==> src/rtl/tdm_pkg.sv <==
// Shared definitions for the two-channel TDM receive demultiplexer.
package tdm_pkg;

  localparam int unsigned W_DEFAULT = 8;

  typedef enum logic {
    HUNT = 1'b0,
    RECV = 1'b1
  } state_t;

endpackage

==> src/rtl/tdm_shift_reg.sv <==
// W-bit MSB-first shift register; exposes the value it will hold after this
// edge so the frame's final bit can be captured in the same cycle it arrives.
module tdm_shift_reg
  import tdm_pkg::*;
#(
  parameter int unsigned W = W_DEFAULT
) (
  input  logic         clk,
  input  logic         rst_n,
  input  logic         en,
  input  logic         d,
  output logic [W-1:0] q_next_c
);

  logic [W-1:0] q;

  // Shift left by one, new bit enters at the LSB end.
  always_comb begin
    q_next_c = q;
    if (en) begin
      q_next_c = {q[W-2:0], d};
    end
  end

  // Storage with asynchronous clear.
  always_ff @(posedge clk or negedge rst_n) begin
    if (!rst_n) begin
      q <= '0;
    end else begin
      q <= q_next_c;
    end
  end

endmodule

==> src/rtl/tdm_demux_rx.sv <==
// Two-channel TDM receiver: even slots to A, odd slots to B, one frame of
// 2*W slots delivered through a single-entry valid/ready output register.
module tdm_demux_rx
  import tdm_pkg::*;
#(
  parameter int unsigned W = W_DEFAULT
) (
  input  logic         clk,
  input  logic         rst_n,
  input  logic         din,
  input  logic         din_valid,
  input  logic         frame_sync,
  output logic [W-1:0] a_word,
  output logic [W-1:0] b_word,
  output logic         out_valid,
  input  logic         out_ready,
  output logic         sel_out,
  output logic         frame_err,
  output logic         overflow
);

  localparam int unsigned   CW   = $clog2(2 * W);
  localparam logic [CW-1:0] LAST = CW'(2 * W - 1);

  state_t        state_q, state_d;
  logic [CW-1:0] cnt_q, cnt_d;
  logic          a_en, b_en;
  logic          complete;
  logic          err_d;
  logic          sel_d;
  logic [W-1:0]  a_nxt, b_nxt;
  logic          load, ovf_d, valid_d;

  tdm_shift_reg #(.W(W)) u_shift_a (
    .clk      (clk),
    .rst_n    (rst_n),
    .en       (a_en),
    .d        (din),
    .q_next_c (a_nxt)
  );

  tdm_shift_reg #(.W(W)) u_shift_b (
    .clk      (clk),
    .rst_n    (rst_n),
    .en       (b_en),
    .d        (din),
    .q_next_c (b_nxt)
  );

  // Frame FSM: slot steering, resync detection and frame completion.
  always_comb begin
    state_d  = state_q;
    cnt_d    = cnt_q;
    a_en     = 1'b0;
    b_en     = 1'b0;
    complete = 1'b0;
    err_d    = 1'b0;
    unique case (state_q)
      HUNT: begin
        if (din_valid && frame_sync) begin
          a_en    = 1'b1;
          cnt_d   = CW'(1);
          state_d = RECV;
        end
      end
      RECV: begin
        if (din_valid) begin
          if (frame_sync) begin
            // Sync restarts the frame; mid-frame it also flags the lost partial.
            err_d = (cnt_q != '0);
            a_en  = 1'b1;
            cnt_d = CW'(1);
          end else if (cnt_q == '0) begin
            // Data where a sync was due: lost alignment, drop the bit.
            state_d = HUNT;
          end else begin
            a_en = ~cnt_q[0];
            b_en = cnt_q[0];
            if (cnt_q == LAST) begin
              complete = 1'b1;
              cnt_d    = '0;
            end else begin
              cnt_d = cnt_q + CW'(1);
            end
          end
        end
      end
      default: state_d = HUNT;
    endcase
    sel_d = (state_d == RECV) ? cnt_d[0] : 1'b0;
  end

  // FSM state, slot counter and slot indicator.
  always_ff @(posedge clk or negedge rst_n) begin
    if (!rst_n) begin
      state_q   <= HUNT;
      cnt_q     <= '0;
      sel_out   <= 1'b0;
      frame_err <= 1'b0;
    end else begin
      state_q   <= state_d;
      cnt_q     <= cnt_d;
      sel_out   <= sel_d;
      frame_err <= err_d;
    end
  end

  // Output register control: load when free or draining, otherwise drop.
  always_comb begin
    load    = complete && (!out_valid || out_ready);
    ovf_d   = complete && out_valid && !out_ready;
    valid_d = out_valid;
    if (load) begin
      valid_d = 1'b1;
    end else if (out_valid && out_ready) begin
      valid_d = 1'b0;
    end
  end

  // Held frame and overflow flag.
  always_ff @(posedge clk or negedge rst_n) begin
    if (!rst_n) begin
      a_word    <= '0;
      b_word    <= '0;
      out_valid <= 1'b0;
      overflow  <= 1'b0;
    end else begin
      out_valid <= valid_d;
      overflow  <= ovf_d;
      if (load) begin
        a_word <= a_nxt;
        b_word <= b_nxt;
      end
    end
  end

endmodule

==> config.mk <==
export PLATFORM = sky130hd
export DESIGN_NAME = tdm_demux_rx
export DESIGN_NICKNAME = d
export VERILOG_FILES = /design/src/rtl/tdm_pkg.sv /design/src/rtl/tdm_shift_reg.sv /design/src/rtl/tdm_demux_rx.sv
export SDC_FILE = /design/constraint.sdc
export NUM_CORES = 1
export LEC_CHECK = 0
export CAP_MARGIN = 20
export CELL_PAD_IN_SITES_DETAIL_PLACEMENT = 1
export CELL_PAD_IN_SITES_GLOBAL_PLACEMENT = 2
export CORE_ASPECT_RATIO = 1.2
export CORE_MARGIN = 2
export CORE_UTILIZATION = 37
export DETAILED_ROUTE_END_ITERATION = 10
export HOLD_SLACK_MARGIN = 0.15
export PLACE_DENSITY = 0.84
export SLEW_MARGIN = 25
export SYNTH_ARGS = -nofsm -noshare
export SYNTH_HDL_FRONTEND = slang
export SYNTH_SLANG_ARGS = --single-unit
==> constraint.sdc <==
create_clock -name clk -period 3 [get_ports clk]
set_input_delay 0.3 -clock clk [delete_from_list [all_inputs] [get_ports clk]]
set_output_delay 0.3 -clock clk [all_outputs]
set_load 0.05 [all_outputs]
==> impl_metrics.ini <==
[pwr]
share_comb_of_total_power_pct = 33.6
seqPwrFrac_pct = 46.8
switching_share_pct = 35.0
leakage_nw = 0.952
cellPowerDensity_nw_per_um2 = 823
netSwitchingPower_mw = 0.608
clock_power_share_pct = 19.6
power.internal_mw = 1.13
ir_drop_v = 0.000363

[global_route]
grt_pass1_wl_um = 5530
grt_pass1_vias = 1196
grt_max_degree = 42
antenna_found_initial = 0
grt_overflow_total = 0
grt_usage_pct = 14.0

[detailed_routing]
drtIter0Drc = 35
drc = 0
first_pass_iters = 2
viasPerCell = 5.07
vias = 1045
postRouteAntennaNets = 0
routedWlPerCell_um = 15.9
wirelength_um = 3280

[timing]
finalCriticalPeriod_ns = 2.34
rsz0062_at_grt = false
slew_violations = 0
finalSetupTns_ns = 0
hold_ws_ns = 0.132
final.setup_skew_ns = 0.00603
period_share_pct = 78.1
setup_viol = 0
max_freq_mhz = 427
relSlewSlack_pct = 39.9
hold_violations = 0
worst_slew_pin_slew_ns = 0.901

[placement]
dp_hpwl_um = 2260
gp_congestion = 0.844
port_buffers = 25

[die]
die_area_um2 = 5290
ios = 26
initial_core_util_pct = 38.3
die_w_um = 66.7
die_y_um = 79.2
fp-row-count = 27
core_um2 = 4560

[finish]
ff_latch_area_um2 = 1030
nFillCells = 474
multi_input_area_um2 = 657
drive_above_1_share_pct = 32.4
syn_to_final_growth_pct = 20.9
final_nets = 155
antenna_cells = 0

[setup_path]
end_kind = register
path_max_fanout = 8
cp-start-kind = register
worstPathRequired_ns = 3.18
arrival_ns = 2.52
r2r-start = cnt_q[0]
critPathLaunch = cnt_q[0]
critPathKind = register to register

[logic_synthesis]
synth-seq-cells = 41
syn_area_um2 = 1750
synth_fp_nets = 126
synth.avg_cell_area_um2 = 14.8
yosysSeqAreaShare_pct = 58.8
synthCells = 118
post_synth_num_cell_types = 29
yosysWarnings = 0

[clock_tree]
cts_hold_buf = 0
tritoncts = yes
clockBufferDepth = 2
cts_resized = 0
clock-sinks = 41
postCtsSetupBuffers = 0
cts_buffers = 5
root_buffer = clkbuf_8
htree_num_levels = 2
clk_pin_slew_worst_paths_ns = 0.08
clk_latency_ns = 0.29

[run_status]
status = complete, no violations

[job]
cap_violations = 0

[hold_path]
min_path_type = input port to asynchronous set/reset pin
-- critical path, stage by stage (launching register included) --
cell and delay, ns:
dfrtp_1 0.47, inv_1 0.14, ha_1 0.23, nor3b_2 0.19, o41ai_4 0.52, mux2_2 0.42, mux2_2 0.26
-- registers in the layout (all words and copies together) (netlist names) --
name         flops
a_word           8
b_word           8
cnt_q            4
frame_err        1
out_valid        1
overflow         1
sel_out          1
state_q          1
u_shift_a.q      8
u_shift_b.q      8
-- through the flow --
stage	util [%]	cells	cell area, µm²	setup slack (ns)	power [mW]
after global placement	44.4	198	2030	0.506	1.37
after global routing	46.3	206	2110	0.565	1.84
after detailed placement	44.4	198	2030	0.429	1.41
after CTS	46.3	206	2110	0.656	1.76
after floorplan	-	118	1750	0.926	1.23
final	46.3	206	2110	0.657	1.74
-- power groups by stage --
stage / clock network [mW] / registers [mW] / logic [mW]
6_report: 0.340 / 0.813 / 0.583
4_1_cts: 0.360 / 0.814 / 0.591
3_3_place_gp: 0 / 0.812 / 0.560
3_5_place_dp: 0 / 0.823 / 0.588
2_1_floorplan: 0 / 0.896 / 0.330
5_1_grt: 0.383 / 0.835 / 0.625
-- per-layer routing --
layer	global-route usage [%]	wire length, µm	up-vias
met5	0	0	-
met4	4.90	46	0
met3	5.10	138	6
met2	22.3	1630	20
met1	17.5	1460	543
li1	-	-	476
-- cell type report --
class,count,share of cell area (%)
clock buffers,6,3.44
clock inverters,2,0.474
inverters,5,0.890
multi-input cells,68,31.1
flip-flops and latches,41,48.6
well taps,58,3.44
repair buffers,26,12.0
-- worst paths after layout --
check                       endpoint  slack, ns  depth (start not counted)
setup / recovery           a_word[7]       0.66                          6
hold / removal              cnt_q[2]       0.13                          1
setup reg to reg           a_word[7]       0.66                          6
hold reg to reg            b_word[7]       0.51                          1
max in group asynchronous  b_word[3]       2.29                          1
min in group clk           b_word[7]       0.51                          1
-- cells in the final DEF (no fill, tap or decap) --
cell type	count
nand2_1	6
nor2b_2	1
inv_1	4
ha_1	2
or3_1	1
inv_2	1
o2bb2ai_1	1
o41ai_4	1
o41a_1	1
a21oi_1	2
and3_1	1
nor3_1	2
mux2_4	10
nand3_1	2
mux2_2	23
o21ai_0	3
o32ai_1	1
nor2_1	2
clkbuf_1	1
buf_2	1
or3b_2	1
a31oi_1	3
buf_4	1
or4_4	1
nor3b_2	1
clkinv_2	2
nand2b_1	1
o22ai_1	2
dfrtp_1	41
clkdlybuf4s50_1	24
clkbuf_8	5
-- kinds of logic (layout without fill, tap and decap cells) --
| group | count (synthesis) | in the layout | synth area share [%] |
|---|---|---|---|
| simple gates | 19 | 19 | 6.31 |
| buf+inv | 9 | 39 | 3.58 |
| mux | 33 | 33 | 23.4 |
| fa+ha+maj | 2 | 2 | 1.43 |
| flops | 41 | 41 | 58.8 |
| compound gates | 14 | 14 | 6.45 |
-- cell usage after synthesis, drive strengths merged --
cell type | n | share of area, %
nand2b | 1 | 0.36
inv | 5 | 1.1
o22ai | 2 | 0.72
dfrtp | 41 | 59
o2bb2ai | 1 | 0.50
or3 | 1 | 0.36
or4 | 1 | 0.65
or3b | 1 | 0.50
mux2 | 33 | 23
o21ai | 3 | 0.86
nand3 | 2 | 0.57
nor2b | 1 | 0.50
nor3b | 1 | 0.72
o32ai | 1 | 0.50
nor3 | 2 | 0.57
a31oi | 3 | 1.1
a21oi | 2 | 0.57
buf | 4 | 2.5
nand2 | 6 | 1.3
and3 | 1 | 0.36
o41ai | 1 | 1.6
nor2 | 2 | 0.43
ha | 2 | 1.4
o41a | 1 | 0.65
Note: power is estimated with default switching activity, not from simulation.
